[src/rtl/id_ex_stage.sv]
// ID/EX pipeline register: operand select, MEM/WB forwarding and hazard stall.
// Optional bypass network enabled by defining ID_EX_FORWARDING_EN.
module id_ex_stage (
  input  logic        clk_i,
  input  logic        rst_i,
  input  logic        stall_i,
  input  logic        flush_i,
  input  logic        valid_i,
  input  logic [31:0] pc_i,
  input  logic [31:0] rs1_data_i,
  input  logic [31:0] rs2_data_i,
  input  logic [31:0] imm_i,
  input  logic [4:0]  rs1_addr_i,
  input  logic [4:0]  rs2_addr_i,
  input  logic [4:0]  rd_addr_i,
  input  logic [4:0]  alu_ctrl_i,
  input  logic        src_a_sel_i,
  input  logic        src_b_sel_i,
  input  logic        reg_write_i,
  input  logic        mem_read_i,
  input  logic        mem_write_i,
  input  logic [4:0]  mem_rd_addr_i,
  input  logic        mem_reg_write_i,
  input  logic [31:0] mem_result_i,
  input  logic [4:0]  wb_rd_addr_i,
  input  logic        wb_reg_write_i,
  input  logic [31:0] wb_result_i,
  output logic [4:0]  ALUCtrl_o,
  output logic [31:0] SrcA_o,
  output logic [31:0] SrcB_o,
  output logic [31:0] store_data_o,
  output logic [31:0] pc_o,
  output logic [4:0]  rd_addr_o,
  output logic        reg_write_o,
  output logic        mem_read_o,
  output logic        mem_write_o,
  output logic        valid_o,
  output logic        hazard_stall_o
);

  typedef struct packed {
    logic        valid;
    logic [31:0] pc;
    logic [31:0] rs1_data;
    logic [31:0] rs2_data;
    logic [31:0] imm;
    logic [4:0]  rs1;
    logic [4:0]  rs2;
    logic [4:0]  rd;
    logic [4:0]  alu;
    logic        a_sel;
    logic        b_sel;
    logic        reg_write;
    logic        mem_read;
    logic        mem_write;
  } id_ex_t;

  id_ex_t ex_q;
  id_ex_t ex_d;
  id_ex_t id_w;

  logic [31:0] fwd_a;
  logic [31:0] fwd_b;
  logic        load_use;
  logic        raw_stall;

  always_comb begin
    id_w           = '0;
    id_w.valid     = valid_i;
    id_w.pc        = pc_i;
    id_w.rs1_data  = rs1_data_i;
    id_w.rs2_data  = rs2_data_i;
    id_w.imm       = imm_i;
    id_w.rs1       = rs1_addr_i;
    id_w.rs2       = rs2_addr_i;
    id_w.rd        = rd_addr_i;
    id_w.alu       = alu_ctrl_i;
    id_w.a_sel     = src_a_sel_i;
    id_w.b_sel     = src_b_sel_i;
    id_w.reg_write = reg_write_i;
    id_w.mem_read  = mem_read_i;
    id_w.mem_write = mem_write_i;
  end

  // A load in EX cannot supply its data until MEM, so its consumer waits a cycle.
  always_comb begin
    load_use = valid_i && ex_q.valid && ex_q.mem_read
            && (ex_q.rd != 5'd0)
            && ((ex_q.rd == rs1_addr_i) || (ex_q.rd == rs2_addr_i));
  end

`ifdef ID_EX_FORWARDING_EN
  function automatic logic [31:0] bypass(
    input logic [4:0]  rs,
    input logic [31:0] rdat,
    input logic [4:0]  m_rd,
    input logic        m_we,
    input logic [31:0] m_res,
    input logic [4:0]  w_rd,
    input logic        w_we,
    input logic [31:0] w_res
  );
    logic [31:0] r;
    r = rdat;
    if (m_we && (m_rd != 5'd0) && (m_rd == rs))
      r = m_res;
    else if (w_we && (w_rd != 5'd0) && (w_rd == rs))
      r = w_res;
    return r;
  endfunction

  always_comb begin
    fwd_a = bypass(ex_q.rs1, ex_q.rs1_data,
                   mem_rd_addr_i, mem_reg_write_i, mem_result_i,
                   wb_rd_addr_i, wb_reg_write_i, wb_result_i);
    fwd_b = bypass(ex_q.rs2, ex_q.rs2_data,
                   mem_rd_addr_i, mem_reg_write_i, mem_result_i,
                   wb_rd_addr_i, wb_reg_write_i, wb_result_i);
    raw_stall = 1'b0;
  end
`else
  function automatic logic raw_hit(
    input logic [4:0] rs,
    input logic       ex_we,
    input logic [4:0] ex_rd,
    input logic       m_we,
    input logic [4:0] m_rd
  );
    return (rs != 5'd0)
        && ((ex_we && (ex_rd == rs)) || (m_we && (m_rd == rs)));
  endfunction

  logic ex_we;
  logic unused_nofwd;

  // Without bypass, WB relies on a write-first regfile; EX and MEM must drain.
  always_comb begin
    ex_we     = ex_q.valid && ex_q.reg_write;
    fwd_a     = ex_q.rs1_data;
    fwd_b     = ex_q.rs2_data;
    raw_stall = valid_i
             && (raw_hit(rs1_addr_i, ex_we, ex_q.rd,
                         mem_reg_write_i, mem_rd_addr_i)
              || raw_hit(rs2_addr_i, ex_we, ex_q.rd,
                         mem_reg_write_i, mem_rd_addr_i));
  end

  assign unused_nofwd = ^{mem_result_i, wb_result_i, wb_rd_addr_i,
                          wb_reg_write_i, ex_q.rs1, ex_q.rs2};
`endif

  assign hazard_stall_o = !rst_i && (load_use || raw_stall);

  always_comb begin
    ex_d = ex_q;
    if (flush_i)
      ex_d = '0;
    else if (stall_i)
      ex_d = ex_q;
    else if (hazard_stall_o || !valid_i)
      ex_d = '0;
    else
      ex_d = id_w;
  end

  always_ff @(posedge clk_i or posedge rst_i) begin
    if (rst_i)
      ex_q <= '0;
    else
      ex_q <= ex_d;
  end

  assign ALUCtrl_o    = ex_q.alu;
  assign SrcA_o       = ex_q.a_sel ? ex_q.pc : fwd_a;
  assign SrcB_o       = ex_q.b_sel ? ex_q.imm : fwd_b;
  assign store_data_o = fwd_b;
  assign pc_o         = ex_q.pc;
  assign rd_addr_o    = ex_q.rd;
  assign reg_write_o  = ex_q.reg_write;
  assign mem_read_o   = ex_q.mem_read;
  assign mem_write_o  = ex_q.mem_write;
  assign valid_o      = ex_q.valid;

endmodule

[config.mk]
export PLATFORM = sky130hd
export DESIGN_NAME = id_ex_stage
export DESIGN_NICKNAME = d
export VERILOG_FILES = /design/src/rtl/id_ex_stage.sv
export SDC_FILE = /design/constraint.sdc
export NUM_CORES = 1
export LEC_CHECK = 0
export BUFFER_PORTS_ARGS = -buffer_cell sky130_fd_sc_hd__buf_2
export CAP_MARGIN = 10
export CORE_UTILIZATION = 38
export DETAILED_ROUTE_END_ITERATION = 6
export GPL_TIMING_DRIVEN = 0
export PLACE_DENSITY = 0.67
export REMOVE_ABC_BUFFERS = 1
export SLEW_MARGIN = 20
export SYNTH_ARGS = -nofsm -noshare
export SYNTH_HDL_FRONTEND = slang
export SYNTH_SLANG_ARGS = --single-unit
export TNS_END_PERCENT = 10
[constraint.sdc]
create_clock -name clk_i -period 11.1 [get_ports clk_i]
set_input_delay 1.665 -clock clk_i [delete_from_list [all_inputs] [get_ports clk_i]]
set_output_delay 1.665 -clock clk_i [all_outputs]
set_load 0.005 [all_outputs]
# Word-level counts from Yosys, hierarchy flattened
# Cells that the tools add are included.
[totals]
ff_bits = 144
inputBits = 234
out_inout_bits = 143
[classes]
eq_ne = 5
mux = 5
reduce_logical = 24
[op_table]
columns = ["cell", "n"]
rows = [
  ["154-bit 2-to-1 mux", 3],
  ["32-bit 2-to-1 mux", 2],
  ["5-bit == test", 4],
  ["5-bit nonzero test", 3],
  ["1-bit logical AND", 13],
  ["1-bit logical OR", 6],
  ["1-bit zero test", 2],
  ["2-bit by 1-bit != test with 1-bit output, second input constant", 1],
]

# Logic depth before layout (Yosys ltp)
[logic_depth]
depth_word = 12
depth_mapped = 8
depth_no_buf = 5

# Least setup slack after synthesis
# Ideal clock, no wire load.
[synth_timing]
path_kind = "input to output"
start = "in rst_i"
end = "out hazard_stall_o"
arrival_time_ns = 6.131
setup_slack_ns = 3.304
cell_stages = 5
n_path_buf = 2
cell_sequence = "inv_1 -> nand2_1 -> clkbuf_1 -> clkbuf_1 -> a31oi_1"
[synth_between]
elab_chain_len = 2
[synth_rtl]
columns = ["item", "line_no", "rtl"]
rows = [
  ["start: declaration", "5", "input logic rst_i,"],
  ["1-bit zero test (no line)", "--", ""],
  ["1-bit logical AND", "152", "assign hazard_stall_o = !rst_i && (load_use || raw_stall);"],
  ["end: declaration", "38", "output logic hazard_stall_o"],
]
# No other way between the ends.

# Worst setup path in the final report
[layout_timing]
start = "in rs1_addr_i[0]"
end = "out hazard_stall_o"
[layout_between]
elab_chain_len = 8
[layout_rtl]
columns = ["item", "line_no", "rtl"]
rows = [
  ["start: declaration", "13", "input logic [4:0] rs1_addr_i,"],
  ["5-bit == test (on tied branches)", "89, 130", ""],
  ["1-bit logical AND", "130", "&& ((ex_we && (ex_rd == rs)) || (m_we && (m_rd == rs)));"],
  ["1-bit logical OR", "130", ""],
  ["1-bit logical AND", "130", ""],
  ["1-bit logical OR", "144", "|| raw_hit(rs2_addr_i, ex_we, ex_q.rd,"],
  ["1-bit logical AND", "142", "&& (raw_hit(rs1_addr_i, ex_we, ex_q.rd,"],
  ["1-bit logical OR (*)", "152", ""],
  ["1-bit logical AND (*)", "152", ""],
]
# Every way passes the cells marked *; elsewhere a longest branch is shown, timed or not.

==> impl_metrics.py <==
metrics = {
    "outcome": {
        "status": "finished clean",
    },
    "placement": {
        "place_hpwl_um": 17000,
        "globalplace.congestion": 0.783,
        "io_buffers": 306,
        "dpl_cell_area_um2": 10000,
        "post-place-ws_ps": 6050,
    },
    "synth": {
        "synthesis.area_um2": 8530,
        "syn-instance-count": 861,
        "syn_area_per_cell_um2": 9.91,
        "yosys.cell_types.count": 33,
        "yosysTopAreaCell": "dfrtp_1",
        "ys_async_sr_fraction_pct": 100,
        "ys.flop_type": "dfrtp_1",
        "ys_seq_area_share_pct": 42.2,
        "synth.ff_latch_count": 144,
        "synthTopCellsByCount": "dfrtp_1, a32oi_1, nand3_1, o21ai_0",
        "synthTopCellsByArea": "dfrtp_1, a32oi_1, mux2_2",
        "netlist.area_leader.share_pct": 42.2,
        "synth_edf_count": 0,
        "ys_warn_count": 0,
        "synth.most_common_cell": "dfrtp_1",
    },
    "clocking": {
        "clkTransAtPathRegs_ps": 60,
        "ctsResizeCount": 0,
        "cts_buffers": 17,
        "h-tree-depth": 4,
        "postCtsSetupRepairBufs": 0,
        "cts-root-buf": "clkbuf_16",
        "cts_max_path_buffers": 2,
        "clock_sinks": 144,
        "cts_hold_buf": 0,
        "clk_latency_ps": 410,
        "cts_tree": "built",
    },
    "setup_path": {
        "ff2ff_path_depth": 8,
        "worstSetupEndpointType": "output pin",
        "r2r-end": "fwd_a[17]$_DFFE_PP0P_",
        "path_common_cell": "buf_2",
        "crit_required_ps": 9440,
        "critPathTopFamily": "compound AO/OA/AOI/OAI gates",
        "cp-start-kind": "input pin",
        "cpMaxStageDelayCell": "o2111ai_4",
        "cp_max_fo": 24,
        "path_class": "in2out",
        "cp_cell_sequence": "buf_2, nor3_1, a21oi_1, o2111ai_4, buf_16, a31oi_1, buf_2",
        "critPathArrivalTime_ps": 3400,
        "slowest_delay_ps": 670,
        "r2r_slack_ps": 8250,
        "reg2reg_from": "rd_addr_o[0]$_DFFE_PP0P_",
        "critical_path_buf_inv_count": 3,
    },
    "sta": {
        "hold_viol_final": 0,
        "maxSlewViolCount": 0,
        "holdWs_ps": 492,
        "skew_ps": 6.27,
        "period_minus_slack_ps": 5060,
        "fmax_ghz": 0.198,
        "rsz0062_at_grt": "no",
        "fin_crit_sh_pct": 45.6,
        "slew_headroom_pct": 46.8,
        "setup_ws_ps": 6040,
        "final-setup-viol-count": 0,
        "tightest_slew_ps": 797,
    },
    "pwr": {
        "combPwrFrac_pct": 15.8,
        "pwr-share-seq_pct": 40.8,
        "p_leak_nw": 4.92,
        "internal_power_mw": 1.05,
        "sw_frac_of_total_pct": 27.3,
        "vdd_drop_max_v": 0.0000799,
        "powerDensity_nw_per_um2": 135,
        "finalPower_mw": 1.44,
        "pwr-share-clk_pct": 43.5,
        "p_switching_mw": 0.394,
    },
    "hold_path": {
        "whs_path_depth": 2,
        "min-delay-start": "ex_q[29]$_DFFE_PP0P_",
        "hold_class": "reg2reg",
        "hold_path_end": "ex_q[29]$_DFFE_PP0P_",
    },
    "global_route": {
        "grt.total_usage_pct": 21.4,
        "grt_max_degree": 81,
        "use_met2_pct": 33.5,
        "grt_overflow": 0,
        "use_met1_pct": 28.7,
        "grt_pass1_vias": 7567,
        "met3_usage_pct": 5.31,
        "busiest_layer": "met2",
        "antenna_found_initial": 2,
        "grt_first_pass_wirelength_um": 40800,
    },
    "die": {
        "die_width_um": 152,
        "design.core.area_um2": 21900,
        "initial_core_util_pct": 39.0,
        "core.rowCount": 54,
        "io_pins": 377,
        "die_h_um": 152,
        "die-area_um2": 23000,
    },
    "routing": {
        "drtIter0Drc": 544,
        "drt_first_pass_iters": 5,
        "detail_route.vias_per_cell": 5.89,
        "drc": 0,
        "wl_per_cell_um": 18.8,
        "drtAntennaViolNets": 0,
        "drt-total-wl_um": 25200,
        "vias": 7918,
    },
    "cells_and_area": {
        "nNetsFinal": 1284,
        "area_growth_syn_to_layout_pct": 25.2,
        "final_area_um2": 10700,
        "drive_gt1_share_pct": 45.2,
    },
    "flow_run": {
        "maxCapViolCount": 0,
    },
}
[worst max-delay path by stage]
stage / cells after the start / from / endpoint
after detailed placement: 6 / rst_i / hazard_stall_o
after global routing: 6 / rst_i / hazard_stall_o
after CTS: 6 / rst_i / hazard_stall_o
final: 7 / rs1_addr_i[0] / hazard_stall_o
after floorplan: 3 / flush_i / store_data_o[10]$_DFFE_PP0P_
after global placement: 4 / stall_i / store_data_o[17]$_DFFE_PP0P_
[tightest hold or removal path: cells and delay by family (launching register included)]
family          cells  cell delay (ps)
flops               1              340
compound gates      2              120
[layout by cell type, fill, tap and decap left out, drive strengths merged, types with 4 or more instances in the layout]
| master | instances |
|---|---|
| bufinv | 4 |
| nor3 | 4 |
| xnor2 | 12 |
| inv | 6 |
| buf | 346 |
| dfrtp | 144 |
| clkbuf | 18 |
| clkinv | 5 |
| mux2 | 64 |
| o21ai | 144 |
| a32oi | 143 |
| xor2 | 8 |
| nand2 | 4 |
| nand3 | 143 |
[sequential cells by signal, indices dropped and copies added (netlist names), 5 cells and up]
name	count
pc_o	32
fwd_a	32
ex_q	34
ALUCtrl_o	5
rd_addr_o	5
store_data_o	32
[power by group through the flow]
stage / sequential (mW) / combinational (mW) / clock (mW)
global route: 0.593 / 0.249 / 0.662
detailed placement: 0.597 / 0.228 / 0
floorplan: 0.594 / 0.114 / 0
global placement: 0.600 / 0.220 / 0
finish: 0.588 / 0.227 / 0.628
CTS: 0.588 / 0.228 / 0.646
[logic make-up (layout without fill, tap and decap cells)]
| logic type | count (synthesis) | count (layout) | share of synthesized area [%] |
|---|---|---|---|
| buffers and inverters | 178 | 380 | 12.3 |
| AOI/OAI and AO/OA | 297 | 297 | 25.1 |
| DFF | 144 | 144 | 42.2 |
| xor gates and xnor gates | 20 | 20 | 2.05 |
| and+or+nand+nor | 158 | 158 | 9.89 |
| other | 0 | 2 | 0 |
| muxes | 64 | 64 | 8.45 |
[routing by layer]
| layer | share of wire [%] | wire [µm] | vias to the layer above |
|---|---|---|---|
| met1 | 43 | 10800 | 3882 |
| met2 | 48 | 12100 | 334 |
| li1 | - | - | 3666 |
| met5 | 0 | 0 | - |
| met3 | 7.3 | 1850 | 36 |
| met4 | 2.0 | 494 | 0 |
[per-stage QoR]
| stage | TNS [ps] | instances | utilization (%) |
|---|---|---|---|
| after CTS | 0 | 1343 | 48.8 |
| after global routing | 0 | 1344 | 48.8 |
| after global placement | -2081220 | 1271 | 42.8 |
| final | 0 | 1345 | 48.8 |
| after detailed placement | 0 | 1311 | 45.9 |
| after floorplan | -1085450 | 685 | - |
[layout make-up]
| cell class | instances | area, µm² |
|---|---|---|
| fill | 2052 | 11200 |
| multi-input combinational | 539 | 3920 |
| sequential | 144 | 3610 |
| timing repair buffer | 346 | 2150 |
| clock buffer | 18 | 429 |
| tap | 280 | 350 |
| clock inverter | 14 | 203 |
| inverter | 2 | 15.0 |
| antenna | 2 | 5.00 |
Power figures use the tool's default switching activity.
